## src/rtl/echo_delay_ctrl.sv

```systemverilog
// rtl/echo_delay_ctrl.sv - echo delay-line sequencer driving an external 2-cycle-latency sample RAM
module echo_delay_ctrl #(
  parameter int ADDR_WIDTH = 10,
  parameter int DATA_WIDTH = 16
) (
  input  logic                  clk,
  input  logic                  rst,
  input  logic                  clear,
  input  logic [ADDR_WIDTH-1:0] delay,
  input  logic                  in_valid,
  output logic                  in_ready,
  input  logic [DATA_WIDTH-1:0] in_sample,
  output logic                  out_valid,
  output logic [DATA_WIDTH-1:0] out_delayed,
  output logic [DATA_WIDTH-1:0] out_mix,
  output logic                  ram_wr_en,
  output logic [ADDR_WIDTH-1:0] ram_wr_addr,
  output logic [DATA_WIDTH-1:0] ram_wr_data,
  output logic [ADDR_WIDTH-1:0] ram_rd_addr,
  input  logic [DATA_WIDTH-1:0] ram_rd_data
);

  typedef enum logic [1:0] {IDLE, RD, WAIT, CAP} state_t;

  state_t                state, state_nxt;
  logic [ADDR_WIDTH-1:0] wptr;
  logic [ADDR_WIDTH-1:0] fill_cnt;
  logic [DATA_WIDTH-1:0] sample_q;
  logic                  bypass_q;
  logic                  unwritten_q;
  logic                  accept;
  logic [DATA_WIDTH-1:0] delayed_val;
  logic [DATA_WIDTH:0]   mix_sum;

  assign accept = in_valid & in_ready;

  always_comb begin
    state_nxt = state;
    in_ready  = 1'b0;
    case (state)
      IDLE: begin
        in_ready = 1'b1;
        if (in_valid) state_nxt = RD;
      end
      RD:      state_nxt = WAIT;
      WAIT:    state_nxt = CAP;
      CAP:     state_nxt = IDLE;
      default: state_nxt = IDLE;
    endcase
  end

  // Write is combinational so a clear landing in CAP suppresses it in the same cycle.
  assign ram_wr_en   = (state == CAP) & ~clear;
  assign ram_wr_addr = wptr;
  assign ram_wr_data = sample_q;

  always_comb begin
    delayed_val = ram_rd_data;
    if (bypass_q)         delayed_val = sample_q;
    else if (unwritten_q) delayed_val = '0;
  end

  // Sign-extend by one bit, add, then drop the LSB: arithmetic shift right by one.
  assign mix_sum = {sample_q[DATA_WIDTH-1], sample_q} + {delayed_val[DATA_WIDTH-1], delayed_val};

  always_ff @(posedge clk or posedge rst) begin
    if (rst) begin
      state       <= IDLE;
      wptr        <= '0;
      fill_cnt    <= '0;
      sample_q    <= '0;
      bypass_q    <= 1'b0;
      unwritten_q <= 1'b0;
      ram_rd_addr <= '0;
      out_valid   <= 1'b0;
      out_delayed <= '0;
      out_mix     <= '0;
    end else if (clear) begin
      state     <= IDLE;
      wptr      <= '0;
      fill_cnt  <= '0;
      out_valid <= 1'b0;
    end else begin
      state     <= state_nxt;
      out_valid <= 1'b0;
      if (accept) begin
        sample_q    <= in_sample;
        bypass_q    <= (delay == '0);
        unwritten_q <= (delay > fill_cnt);
        ram_rd_addr <= wptr - delay;
      end
      if (state == CAP) begin
        wptr        <= wptr + 1'b1;
        if (fill_cnt != '1) fill_cnt <= fill_cnt + 1'b1;
        out_valid   <= 1'b1;
        out_delayed <= delayed_val;
        out_mix     <= mix_sum[DATA_WIDTH:1];
      end
    end
  end

endmodule

```

## config.mk

```make
export PLATFORM = sky130hd
export DESIGN_NAME = echo_delay_ctrl
export DESIGN_NICKNAME = d
export VERILOG_FILES = /design/src/rtl/echo_delay_ctrl.sv
export SDC_FILE = /design/constraint.sdc
export NUM_CORES = 1
export LEC_CHECK = 0
export BUFFER_PORTS_ARGS = -buffer_cell sky130_fd_sc_hd__buf_4
export CELL_PAD_IN_SITES_DETAIL_PLACEMENT = 0
export CELL_PAD_IN_SITES_GLOBAL_PLACEMENT = 1
export CORE_MARGIN = 5
export CORE_UTILIZATION = 37
export DETAILED_ROUTE_END_ITERATION = 10
export GPL_TIMING_DRIVEN = 1
export PLACE_DENSITY_LB_ADDON = 0.1
export RECOVER_POWER = 100
export SLEW_MARGIN = 0
export SYNTH_ARGS = -nofsm -noshare
export SYNTH_HDL_FRONTEND = slang
export SYNTH_SLANG_ARGS = --single-unit
```

## constraint.sdc

```tcl
create_clock -name clk -period 2.9 [get_ports clk]
set_clock_uncertainty 0.05 [all_clocks]
set_input_delay 0.145 -clock clk [delete_from_list [all_inputs] [get_ports clk]]
set_output_delay 0.145 -clock clk [all_outputs]
set_load 0.01 [all_outputs]
```

==> results.md, run 1 <==
Synth:
- The number of nets in the synthesized netlist is 621.
- The count of distinct cell types in the synthesized netlist is 55.
- Of the post-synthesis cell area, the dominant cell type holds 42.2%.
- The number of synthesis warnings is 0.
- sky130_fd_sc_hd__dfrtp_1 takes more of the synthesized area than any other cell.
- The synthesized netlist occupies a cell area of 4920 sq um.
- The sequential element share of the synthesized area is 42.2%.
- By area the synthesized netlist is led by sky130_fd_sc_hd__dfrtp_1 42%, sky130_fd_sc_hd__ha_1 9.9%, sky130_fd_sc_hd__nand2_1 6.9%.
- Synthesis produced 534 cells.
- The number of enable-type register cells in the synthesized netlist is 0.
- The mean instance size in the synthesized netlist is 9.21 sq um.
- The post-synthesis sequential element count is 83.
- The share of synthesized registers carrying an async set or reset is 100%.
- The most used flip-flop cell after synthesis is sky130_fd_sc_hd__dfrtp_1.

Clock tree:
- The number of buffers on the longest clock path is 2.
- The clock root buffer master is sky130_fd_sc_hd__clkbuf_16.
- The post-cts resize count is 0.
- Clock-pin slew was measured on the worst setup and hold paths at 0.06 ns.
- TritonCTS built the clock tree.
- The H-tree was split into 3 levels.
- The clock drives 83 sinks.
- The latest clock arrival within the worst-skew pair is 0.34 ns.
- The clock buffer count from CTS is 9.

Floorplanning:
- The number of rows created at floorplan is 42.
- During I/O placement, the number of pins put on the boundary was 117.
- The floorplan die area is 15700 sq um.
- The area of the core region is 13100 sq um.
- Measured along the y axis, the die boundary spans 125 microns.
- The initial core utilization is 37.4%.
- The die width is 125 microns.

Timing:
- Setup violations remaining at the end of the flow were counted as 0.
- The post-route minimum period is 2.67 ns.
- Setup repair after global routing left no endpoint under its margin.
- At the pin with the least slew margin, the transition time is 1.49 ns.
- The final setup TNS is 0 ns.
- The hold violation total from the final report came to 0.
- The tightest hold margin is 0.0632 ns.
- Dividing the final minimum period by the clock period gives 91.9%.
- The maximum clock frequency is 0.375 GHz.
- The number of max-slew violations in the final report is 1.
- Measured against its own limit, the worst slew margin works out to -0.173%.

Final layout:
- The synthesis-to-finish area growth is 25.8%.
- Of the cells placed in the final design, the portion with a size suffix greater than 1 is 13.5%.
- The commonest non-fill, non-tap cell in the layout is sky130_fd_sc_hd__nand2_1.
- The number of antenna repair diodes is 0.
- In the final design database the tool counted 757 nets.
- In the layout the commonest cells are 90 x sky130_fd_sc_hd__nand2_1, 83 x sky130_fd_sc_hd__dfrtp_1, 76 x sky130_fd_sc_hd__clkbuf_1.
- The layout filler cell count is 1368.

Power and ir drop:
- The total power density per cell area is 889 nW/um^2.
- After layout, the design draws a total of 5.50 mW.
- The maximum resistive drop on vdd is 0.302 mV.
- Summed over all cells, the static leakage comes to 2.88 nW.

Global routing:
- The global-route wire length before repair is 22800 microns.
- The via count of the first global-routing pass came to 4512.
- The initial antenna violation count is 0.
- The global-route usage over all layers is 17.9%.
- Summed over all layers, the global routing overflow is 0.
- Entering global routing, the biggest net connects 38 pins.

Detailed routing:
- Dividing the detail-routed wire length by the instance count gives 15.9 microns.
- The number of nets with antenna violations after routing is 0.
- The initial detailed-routing violation count is 142.
- The first detailed-routing pass ran for 4 iterations.
- The post-detailed-routing wire length is 13500 microns.
- Summing over every cut layer, the via total after detailed routing is 4254.
- In the routed design, unresolved DRC markers number 0.
- The via-per-instance ratio is 5.00.

Setup path:
- The register-to-register path setup slack is 0.23 ns.
- In this run the worst path has a maximum fanout of 15.
- STA classifies the critical path startpoint as a flop.
- The endpoint arrival time on the critical path is 2.84 ns.
- The required time at the worst-slack endpoint is 3.08 ns.
- The worst setup path is captured at a flop.
- For the worst flop-to-flop path, the logic depth is 10.
- The critical path start-end classification is reg -> reg.

Placement:
- During placement, the flow inserted port buffers numbering 116.
- The routability congestion estimate is 0.866.
- The half-perimeter wire length after detailed placement is 10400 microns.

Job:
- Across the run, the number of max-cap violations was 1.

Hold path:
- The path class of the tightest hold or removal check is in -> reg.
- Along the worst hold path, the cell count comes to 3.

Outcome:
- The final reports fail on capacitance limit, slew limit.
- The flow ran to the end, but the final reports show violations.
[routing by layer]
| layer | track usage [%] | up-vias | wire [microns] |
|---|---|---|---|
| met2 | 30.7 | 70 | 6710 |
| met4 | 5.61 | 0 | 182 |
| met1 | 22.7 | 2035 | 6160 |
| li1 | - | 2136 | - |
| met3 | 3.54 | 13 | 496 |
| met5 | 0 | - | 0 |
[worst paths after layout]
kind | start | endpoint
min in group asynchronous | rst | out_delayed[1]$_DFFE_PP0P_
worst min register to register | out_mix[5]$_DFFE_PP0P_ | out_mix[5]$_DFFE_PP0P_
worst min-delay path | in_valid | state[0]$_DFFE_PP0P_
max in group asynchronous | rst | ram_rd_addr[5]$_DFFE_PP0P_
worst max register to register | bypass_q$_DFFE_PP0P_ | out_mix[15]$_DFFE_PP0P_
worst max-delay path | bypass_q$_DFFE_PP0P_ | out_mix[15]$_DFFE_PP0P_
[kinds of logic after synthesis]
logic type	after synthesis	synth area share, %
fa+ha+maj	41	10.7
flops	83	42.2
simple gates	182	16.4
xor+xnor	31	5.52
buf+inv	51	3.92
mux	20	4.48
compound gates	126	16.8
[layout make-up]
type | count | area (sq um) | share of cell area, %
Clock buffer | 12 | 256 | 4.14
Multi-Input combinational cell | 400 | 2650 | 42.7
Sequential cell | 83 | 2080 | 33.6
Clock inverter | 4 | 25.0 | 0.404
Inverter | 30 | 114 | 1.84
Timing Repair Buffer | 146 | 852 | 13.8
Tap cell | 176 | 220 | 3.56
[where the power goes]
part,leakage [nW],switching (mW),internal [mW],total [mW]
sequential,1.08,0.340,1.56,1.90
clock,0.135,0.470,0.624,1.09
combinational,1.67,1.46,1.04,2.51
total,2.88,2.27,3.23,5.50
[metrics by stage]
stage / worst slack [ns] / cell area (sq um) / util [%] / std cells
2_1_floorplan: 0.0763 / 4920 / - / 534
3_3_place_gp: 0.263 / 6040 / 46.0 / 818
3_5_place_dp: 0.261 / 6040 / 46.0 / 818
4_1_cts: 0.245 / 6490 / 49.4 / 851
5_1_grt: 0.0449 / 6190 / 47.1 / 851
6_report: 0.234 / 6190 / 47.1 / 851
[registers in the layout, summed over array words and instances, names as in the netlist, 2 cells and up]
signal       count
ram_rd_addr     10
out_delayed     16
out_mix         16
ram_wr_addr     10
ram_wr_data     16
fill_cnt        10
state            2
[synth_stat cells, types with 3 or more instances]
cell,n
sky130_fd_sc_hd__nand3_1,9
sky130_fd_sc_hd__a22o_1,14
sky130_fd_sc_hd__o21bai_1,3
sky130_fd_sc_hd__nor3_1,12
sky130_fd_sc_hd__nor2_1,36
sky130_fd_sc_hd__dfrtp_1,83
sky130_fd_sc_hd__o211ai_1,3
sky130_fd_sc_hd__o31ai_1,3
sky130_fd_sc_hd__clkbuf_1,17
sky130_fd_sc_hd__o21a_1,6
sky130_fd_sc_hd__nand2b_1,4
sky130_fd_sc_hd__ha_1,39
sky130_fd_sc_hd__o21ai_1,3
sky130_fd_sc_hd__nand4_1,10
sky130_fd_sc_hd__nor2b_1,6
sky130_fd_sc_hd__a211oi_1,5
sky130_fd_sc_hd__xor2_1,15
sky130_fd_sc_hd__buf_1,3
sky130_fd_sc_hd__a21oi_1,29
sky130_fd_sc_hd__o21ai_0,35
sky130_fd_sc_hd__or3_1,4
sky130_fd_sc_hd__nand2_1,90
sky130_fd_sc_hd__mux2i_1,4
sky130_fd_sc_hd__xnor2_1,16
sky130_fd_sc_hd__mux2_2,16
sky130_fd_sc_hd__inv_1,30
sky130_fd_sc_hd__a21o_1,5
[repair_timing]
| item | CTS | global route |
|---|---|---|
| endpoints found under the hold margin | 48 | 0 |
| buffers inserted | 0 | 0 |
| hold buffers | 17 | 0 |
[critical path, cell delays in order, from the launching register on]
cell and delay (ns):
sky130_fd_sc_hd__dfrtp_1 0.39, sky130_fd_sc_hd__nor2_1 0.10, sky130_fd_sc_hd__buf_4 0.22, sky130_fd_sc_hd__a22oi_1 0.15, sky130_fd_sc_hd__fa_1 0.45, sky130_fd_sc_hd__nor2b_1 0.15
sky130_fd_sc_hd__o311ai_1 0.14, sky130_fd_sc_hd__a211o_1 0.34, sky130_fd_sc_hd__a21oi_1 0.15, sky130_fd_sc_hd__o21bai_1 0.08, sky130_fd_sc_hd__a221o_1 0.31
No activity file was read; power rests on OpenSTA's default activity.
==> run 2: changes to the inputs <==
--- a/config.mk
+++ b/config.mk
@@ -13,8 +13,9 @@
 export DETAILED_ROUTE_END_ITERATION = 10
 export GPL_TIMING_DRIVEN = 1
 export PLACE_DENSITY_LB_ADDON = 0.1
-export RECOVER_POWER = 100
+export RECOVER_POWER = 25
 export SLEW_MARGIN = 0
 export SYNTH_ARGS = -nofsm -noshare
 export SYNTH_HDL_FRONTEND = slang
 export SYNTH_SLANG_ARGS = --single-unit
+export TNS_END_PERCENT = 5
==> results.md, run 2 (same netlist as run 1, synthesis figures left out) <==
Setup path:
- The type of element launching the critical path is a flop.
- The endpoint identified for the worst register-to-register timing path is out_mix[15]$_DFFE_PP0P_.
- STA classifies the critical path endpoint as a flop.
- Data arrives at the worst endpoint at 2.85 ns.
- The reg-to-reg startpoint is bypass_q$_DFFE_PP0P_.
- Traced cell by cell, the critical path runs through nor2_1 -> buf_4 -> a22oi_1 -> fa_1 -> nor2b_1 -> o311ai_1 -> a211o_1 -> a21oi_1 -> o21bai_1 -> a221o_1.
- The critical path is of the reg -> reg type.
- Along the worst path, the maximum fanout reaches 15.
- The required time at the worst-slack endpoint is 3.08 ns.
- The largest individual stage delay along the critical path comes from the cell sky130_fd_sc_hd__fa_1.
- On the worst path, the slowest cell contributes a delay of 0.45 ns.
- Counting cells, the worst reg-to-reg path comes to 10.
- Setup slack on the worst reg-to-reg path comes out at 0.23 ns.

Detailed routing:
- Summed over all layers, the routed wires come to 13500 microns.
- The via-per-instance ratio is 5.01.
- The average wire per standard cell is 15.9 microns.
- The number of nets with antenna violations after routing is 0.
- After detailed routing, the number of remaining DRC violations is 0.
- The initial detailed-routing violation count is 160.
- The routed layout has 4265 vias.
- The first detailed-routing pass took 4 iterations.

Job:
- The number of maximum-capacitance violations is 1.

Timing:
- After routing, the total negative slack on setup checks comes to 0 ns.
- Setup violations remaining at the end of the flow were counted as 0.
- Dividing the final minimum period by the clock period gives 92.2%.
- The hold violation total from the final report came to 0.
- Measured against its own limit, the worst slew margin works out to -0.915%.
- The measured slew at the worst slew-check pin is 1.51 ns.
- Setup repair after global routing left no endpoint under its margin.
- The maximum clock frequency is 0.374 GHz.
- Counting I/O delays and the setup requirement, the final critical path takes 2.67 ns.
- The number of max-slew violations in the final report was 36.

Global routing:
- The pin count of the biggest net entering global routing is 38.
- The global-route usage over all layers is 17.9%.
- Global routing finished with a remaining overflow of 0.
- The via count of the first global-routing pass came to 4512.
- The first global-routing pass estimated 22800 microns of wire.
- The initial antenna violation count was 0.

Floorplanning:
- The overall die height is 125 microns.
- The core region is 13100 sq um.
- The initial core utilization is 37.4%.
- In this run the core area contains 42 standard-cell rows.
- The die width is 125 microns.
- For this design the top-level I/O count stands at 117.
- The floorplan step defined a die boundary enclosing 15700 sq um.

Power and ir drop:
- Summed over all cells, the static leakage comes to 3.07 nW.
- IR analysis of the VDD net gives a maximum drop of 0.299 mV.
- Power spread over the standard cell area amounts to 893 nW/um^2.
- The design draws 5.71 mW.

Final layout:
- The library cells used most frequently in the layout, excluding fill and tap cells, are 100 x sky130_fd_sc_hd__buf_4, 90 x sky130_fd_sc_hd__nand2_1, 83 x sky130_fd_sc_hd__dfrtp_1.
- The synthesis-to-finish area growth is 29.9%.
- The commonest non-fill, non-tap cell in the layout is sky130_fd_sc_hd__buf_4.
- The post-layout instance count excluding filler cells is 851.
- Cells fill 48.7% of the core in the end.
- With fillers left out, the area of the finished cells amounts to 6390 sq um.
- After the last flow step, the layout net total stands at 757.
- The post-route netlist has 20.7% of its cells at a drive strength greater than 1.
- Counting the fill cells in the layout gives 1304.
- The number of antenna repair diodes is 0.

Clock tree:
- The deepest level of the CTS H-tree is 3.
- The tree built by TritonCTS fans out to 83 sinks.
- The clock root buffer master is sky130_fd_sc_hd__clkbuf_16.
- Clock-pin slew was measured on the worst setup and hold paths at 0.06 ns.
- After clock tree synthesis, the setup repair step added 0 buffers.
- TritonCTS built the clock tree.
- The clock buffer count from CTS is 9.
- The latest clock arrival within the worst-skew pair is 0.34 ns.
- The longest clock path from root to sink contains 2 buffers.

Placement:
- Once placement completed, the tool counted placed cells totaling 818.
- In this run the tool buffered the top-level ports with 116 buffer cells.
- In this run the cell area measured after placement is 6040 sq um.
- The half-perimeter wire length after detailed placement is 10400 microns.
- Routability-driven placement finished with a final weighted congestion of 0.866.

Outcome:
- The final reports fail on capacitance limit, slew limit.
- The run finished, with violations left.

Hold path:
- The path with the worst hold slack has its endpoint at state[0]$_DFFE_PP0P_.
- The path class of the tightest hold or removal check is in -> reg.
- The worst hold path cell count is 3.
- The startpoint identified for the worst hold timing path is in_valid.
-- run 2: changes by cell type in the layout (fill, tap and decap cells not counted), sizes merged --
cell | before | now
buf | 51 | 101
clkbuf | 90 | 40
-- run 2: through the flow --
| step | setup slack (ns) | hold slack [ns] |
|---|---|---|
| after global placement | 0.263 | 0.181 |
| final | 0.226 | 0.0634 |
| after floorplan | 0.0763 | 0.168 |
| after detailed placement | 0.261 | 0.189 |
| after global routing | 0.0449 | 0.0676 |
| after CTS | 0.245 | 0.0493 |
-- run 2: worst max-delay path: cells and delay by family (launching register included) --
family | cells | cell delay (ns)
flip-flops | 1 | 0.39
adder cells (fa/ha/maj) | 1 | 0.45
buffers and inverters | 1 | 0.22
AO/OA/AOI/OAI | 6 | 1.18
AND/OR/NAND/NOR | 2 | 0.25
-- run 2: what timing repair did --
item / in CTS / in global routing
resized for setup: 0 / 0
hold endpoints to repair: 48 / 0
hold buffers: 17 / 0
-- run 2: power breakdown --
| group | total, mW | switching, mW | leakage, nW | internal, mW |
|---|---|---|---|---|
| logic | 2.71 | 1.47 | 1.86 | 1.24 |
| registers | 1.91 | 0.345 | 1.08 | 1.56 |
| clock network | 1.09 | 0.468 | 0.135 | 0.624 |
| total | 5.71 | 2.29 | 3.07 | 3.42 |
-- run 2: layer usage --
layer	vias to the layer above	GRT usage, %	wire length, microns
met3	13	3.54	514
met1	2038	22.7	6100
met2	80	30.7	6740
met4	0	5.61	181
met5	-	0	0
li1	2134	-	-
-- run 2: final cells by class --
cell class | count | area (sq um) | area share [%]
tap | 176 | 220 | 3.44
clock buffer | 12 | 256 | 4.01
sequential | 83 | 2080 | 32.5
multi-input combinational | 400 | 2650 | 41.5
inverter | 30 | 114 | 1.78
clock inverter | 4 | 25.0 | 0.391
timing repair buffer | 146 | 1050 | 16.4
-- run 2: worst max-delay path by stage --
stage | cells past startpoint | startpoint | slack (ns) | to
floorplan | 11 | bypass_q$_DFFE_PP0P_ | 0.08 | out_mix[15]$_DFFE_PP0P_
global placement | 10 | bypass_q$_DFFE_PP0P_ | 0.26 | out_mix[15]$_DFFE_PP0P_
detailed placement | 10 | bypass_q$_DFFE_PP0P_ | 0.26 | out_mix[15]$_DFFE_PP0P_
CTS | 10 | bypass_q$_DFFE_PP0P_ | 0.24 | out_mix[15]$_DFFE_PP0P_
global route | 11 | bypass_q$_DFFE_PP0P_ | 0.04 | out_mix[12]$_DFFE_PP0P_
finish | 10 | bypass_q$_DFFE_PP0P_ | 0.23 | out_mix[15]$_DFFE_PP0P_
==> run 3: changes to the inputs <==
--- a/config.mk
+++ b/config.mk
@@ -9,11 +9,13 @@
 export CELL_PAD_IN_SITES_DETAIL_PLACEMENT = 0
 export CELL_PAD_IN_SITES_GLOBAL_PLACEMENT = 1
 export CORE_MARGIN = 5
-export CORE_UTILIZATION = 37
+export CORE_UTILIZATION = 38
+export CTS_BUF_LIST = sky130_fd_sc_hd__clkbuf_4 sky130_fd_sc_hd__clkbuf_8
 export DETAILED_ROUTE_END_ITERATION = 10
 export GPL_TIMING_DRIVEN = 1
 export PLACE_DENSITY_LB_ADDON = 0.1
 export RECOVER_POWER = 25
+export REMOVE_ABC_BUFFERS = 1
 export SLEW_MARGIN = 0
 export SYNTH_ARGS = -nofsm -noshare
 export SYNTH_HDL_FRONTEND = slang
==> results.md, run 3 (same netlist as run 1, synthesis figures left out) <==
Floorplanning:
- The area of the core region is 12700 sq um.
- The die width is 124 microns.
- The overall die height is 124 microns.
- The number of rows created at floorplan is 41.
- The I/O pin count is 117.
- The die covers 15300 sq um.
- Once the floorplan was initialized, standard cells occupied 38.8% of the core.

Clock tree:
- The post-cts resize count is 0.
- After clock tree synthesis, the flow added hold-fix buffers numbering 17.
- The deepest level of the CTS H-tree is 3.
- TritonCTS built the clock tree.
- The latest clock arrival within the worst-skew pair is 0.37 ns.
- After clock tree synthesis, the clock-pin slew on the worst setup and hold paths is 0.09 ns.
- The number of sinks on the clock net is 83.
- The clock root buffer master is sky130_fd_sc_hd__clkbuf_8.
- The number of setup buffers added after CTS is 0.
- The number of buffers on the longest clock path is 2.
- In this run, CTS created clock tree buffers numbering 9.

Final layout:
- Leaving out fill and tap cells, the most frequent cells in the layout are 90 x sky130_fd_sc_hd__nand2_1, 83 x sky130_fd_sc_hd__dfrtp_1, 78 x sky130_fd_sc_hd__buf_4.
- The commonest non-fill, non-tap cell in the layout is sky130_fd_sc_hd__nand2_1.
- The number of antenna diodes in the final layout is 0.
- For this run, the share of the core covered by cells in the final layout is 49.2%.
- The flip-flop and latch area is 2080 sq um.
- The final layout net count is 755.
- The area used by multi-input combinational logic is 2660 sq um.
- The synthesis-to-finish area growth is 26.8%.
- The layout filler cell count is 1271.
- After routing the design area is 6240 sq um.
- Cells with a size suffix above 1 make up 17.7% of the layout.

Setup path:
- The register-to-register path setup slack is 0.22 ns.
- The required time at the worst-slack endpoint is 3.11 ns.
- Data arrives at the worst endpoint at 2.89 ns.
- The worst setup path is captured at a flop.
- In this run the worst path has a maximum fanout of 15.
- The critical path is of the reg -> reg type.
- STA classifies the critical path startpoint as a flop.

Placement:
- Detailed placement finished with a half-perimeter wire length of 10300 microns.
- The worst slack after detailed placement is 0.210 ns.
- The total of buffers placed on input and output ports is 116.
- The total placed instance area is 6030 sq um.
- At the end of routability-driven placement, the weighted congestion stood at 0.860.

Detailed routing:
- For this block, the via count after detailed routing is 4284.
- In this run, the number of DRC markers left after iteration 0 of detailed routing was 209.
- The average wire per standard cell is 16.0 microns.
- The detailed-route wire length on metal 1 is 6150 microns.
- After detailed routing, the total wire length is 13500 microns.
- The first detailed-routing pass took 5 iterations.
- The count of nets left with antenna violations once routing finished came out at 0.
- For this run, design rule violations remaining after detail routing come to 0.
- Dividing the detail-routed via count by the number of cells gives 5.07.
- Summed over all nets, wire length on met2 after detailed routing comes to 6590 microns.
- The highest metal layer carrying signal wires in the routed design is met4.
- The routed wire length on met3 is 550 microns.

Power and ir drop:
- The total power density per cell area is 869 nW/um^2.
- The portion of total power attributed to sequential cells is 34.8%.
- Combinational cells account for 48.0% of the total power.
- The switching power is 2.26 mW.
- The share of total power dissipated in the clock network is 17.2%.
- The cell leakage power is 2.96 nW.
- The net switching share of the total power is 41.6%.
- Cell internal power was estimated by the tool at 3.17 mW.
- IR analysis of the VDD net gives a maximum drop of 0.268 mV.

Timing:
- The relative slew slack is -22.3%.
- Timing would allow up to 0.373 GHz.
- The final period utilization is 92.6%.
- Setup repair after global routing left no endpoint under its margin.
- The number of max-slew violations in the final report is 45.
- The measured slew at the worst slew-check pin is 1.83 ns.
- The post-route minimum period is 2.68 ns.
- The hold violation total from the final report is 0.
- The smallest setup slack after layout is 0.216 ns.
- The count of endpoints failing setup in the final report is 0.

Global routing:
- The global-route wire length before repair is 21800 microns.
- After global routing the overflow that remains totals 0.
- The pin count of the biggest net entering global routing is 46.
- The via count of the first global-routing pass came to 4296.
- The initial antenna violation count is 0.
- The global-route usage over all layers is 18.3%.

Outcome:
- The checks that failed: capacitance limit, slew limit.
- The run finished, with violations left.

Job:
- Across the run, the number of max-cap violations was 1.

Hold path:
- The tightest min-delay check is of the in -> reg type.
-- run 3: cell count changes in the layout (fill, tap and decap cells not counted) --
cell	previous run	this run
sky130_fd_sc_hd__clkbuf_8	2	12
sky130_fd_sc_hd__nand3_1	9	8
sky130_fd_sc_hd__clkbuf_1	28	47
sky130_fd_sc_hd__clkbuf_16	9	0
sky130_fd_sc_hd__bufinv_16	0	1
sky130_fd_sc_hd__nand3_2	0	1
sky130_fd_sc_hd__buf_4	100	78
sky130_fd_sc_hd__inv_1	29	30
sky130_fd_sc_hd__clkinvlp_2	1	0
sky130_fd_sc_hd__clkinv_2	2	0
sky130_fd_sc_hd__clkbuf_4	1	2
-- run 3: final cells by class --
cell class              instances  share of cell area [%]
inverters                      30                    1.81
well taps                     172                    3.45
repair buffers                144                    15.4
flip-flops and latches         83                    33.3
clock inverters                 3                   0.722
clock buffers                  13                    2.77
multi-input cells             400                    42.6
-- run 3: path summary, 6_finish.rpt --
path	start	endpoint	cells past startpoint
worst max-delay path	bypass_q$_DFFE_PP0P_	out_mix[15]$_DFFE_PP0P_	10
worst min-delay path	clear	ram_wr_addr[6]$_DFFE_PP0P_	2
worst max register to register	bypass_q$_DFFE_PP0P_	out_mix[15]$_DFFE_PP0P_	10
worst min register to register	out_delayed[5]$_DFFE_PP0P_	out_delayed[5]$_DFFE_PP0P_	2
max in group asynchronous	rst	out_mix[13]$_DFFE_PP0P_	3
min in group asynchronous	rst	out_delayed[10]$_DFFE_PP0P_	3
-- run 3: metrics by stage --
stage	hold WS (ns)	std cells	power, mW	setup TNS [ns]
final	0.0574	845	5.42	0
after floorplan	0.158	513	3.54	-0.175
after detailed placement	0.299	812	4.75	0
after CTS	0.0363	845	5.73	0
after global routing	0.0554	845	5.88	0
after global placement	0.289	812	4.71	0
-- run 3: power by group through the flow --
stage / Clock (mW) / Combinational [mW] / Sequential [mW]
floorplan: 0 / 1.52 / 2.01
CTS: 0.961 / 2.86 / 1.90
detailed placement: 0 / 2.83 / 1.93
global route: 1.00 / 2.93 / 1.94
finish: 0.932 / 2.60 / 1.89
global placement: 0 / 2.80 / 1.91
-- run 3: critical path, cell delays in order, from the launching register on --
cell                       delay (ns)
sky130_fd_sc_hd__dfrtp_1         0.39
sky130_fd_sc_hd__nor2_1          0.10
sky130_fd_sc_hd__buf_4           0.23
sky130_fd_sc_hd__a22oi_1         0.16
sky130_fd_sc_hd__fa_1            0.46
sky130_fd_sc_hd__nor2b_1         0.16
sky130_fd_sc_hd__o311ai_1        0.14
sky130_fd_sc_hd__a211o_1         0.34
sky130_fd_sc_hd__a21oi_1         0.14
sky130_fd_sc_hd__o21bai_1        0.08
sky130_fd_sc_hd__a221o_1         0.32
-- run 3: layer usage --
metal | vias up | global-route usage [%]
met5 | - | 0
met4 | 0 | 6.44
met3 | 12 | 3.09
met2 | 88 | 31.2
met1 | 2054 | 23.5
li1 | 2130 | -
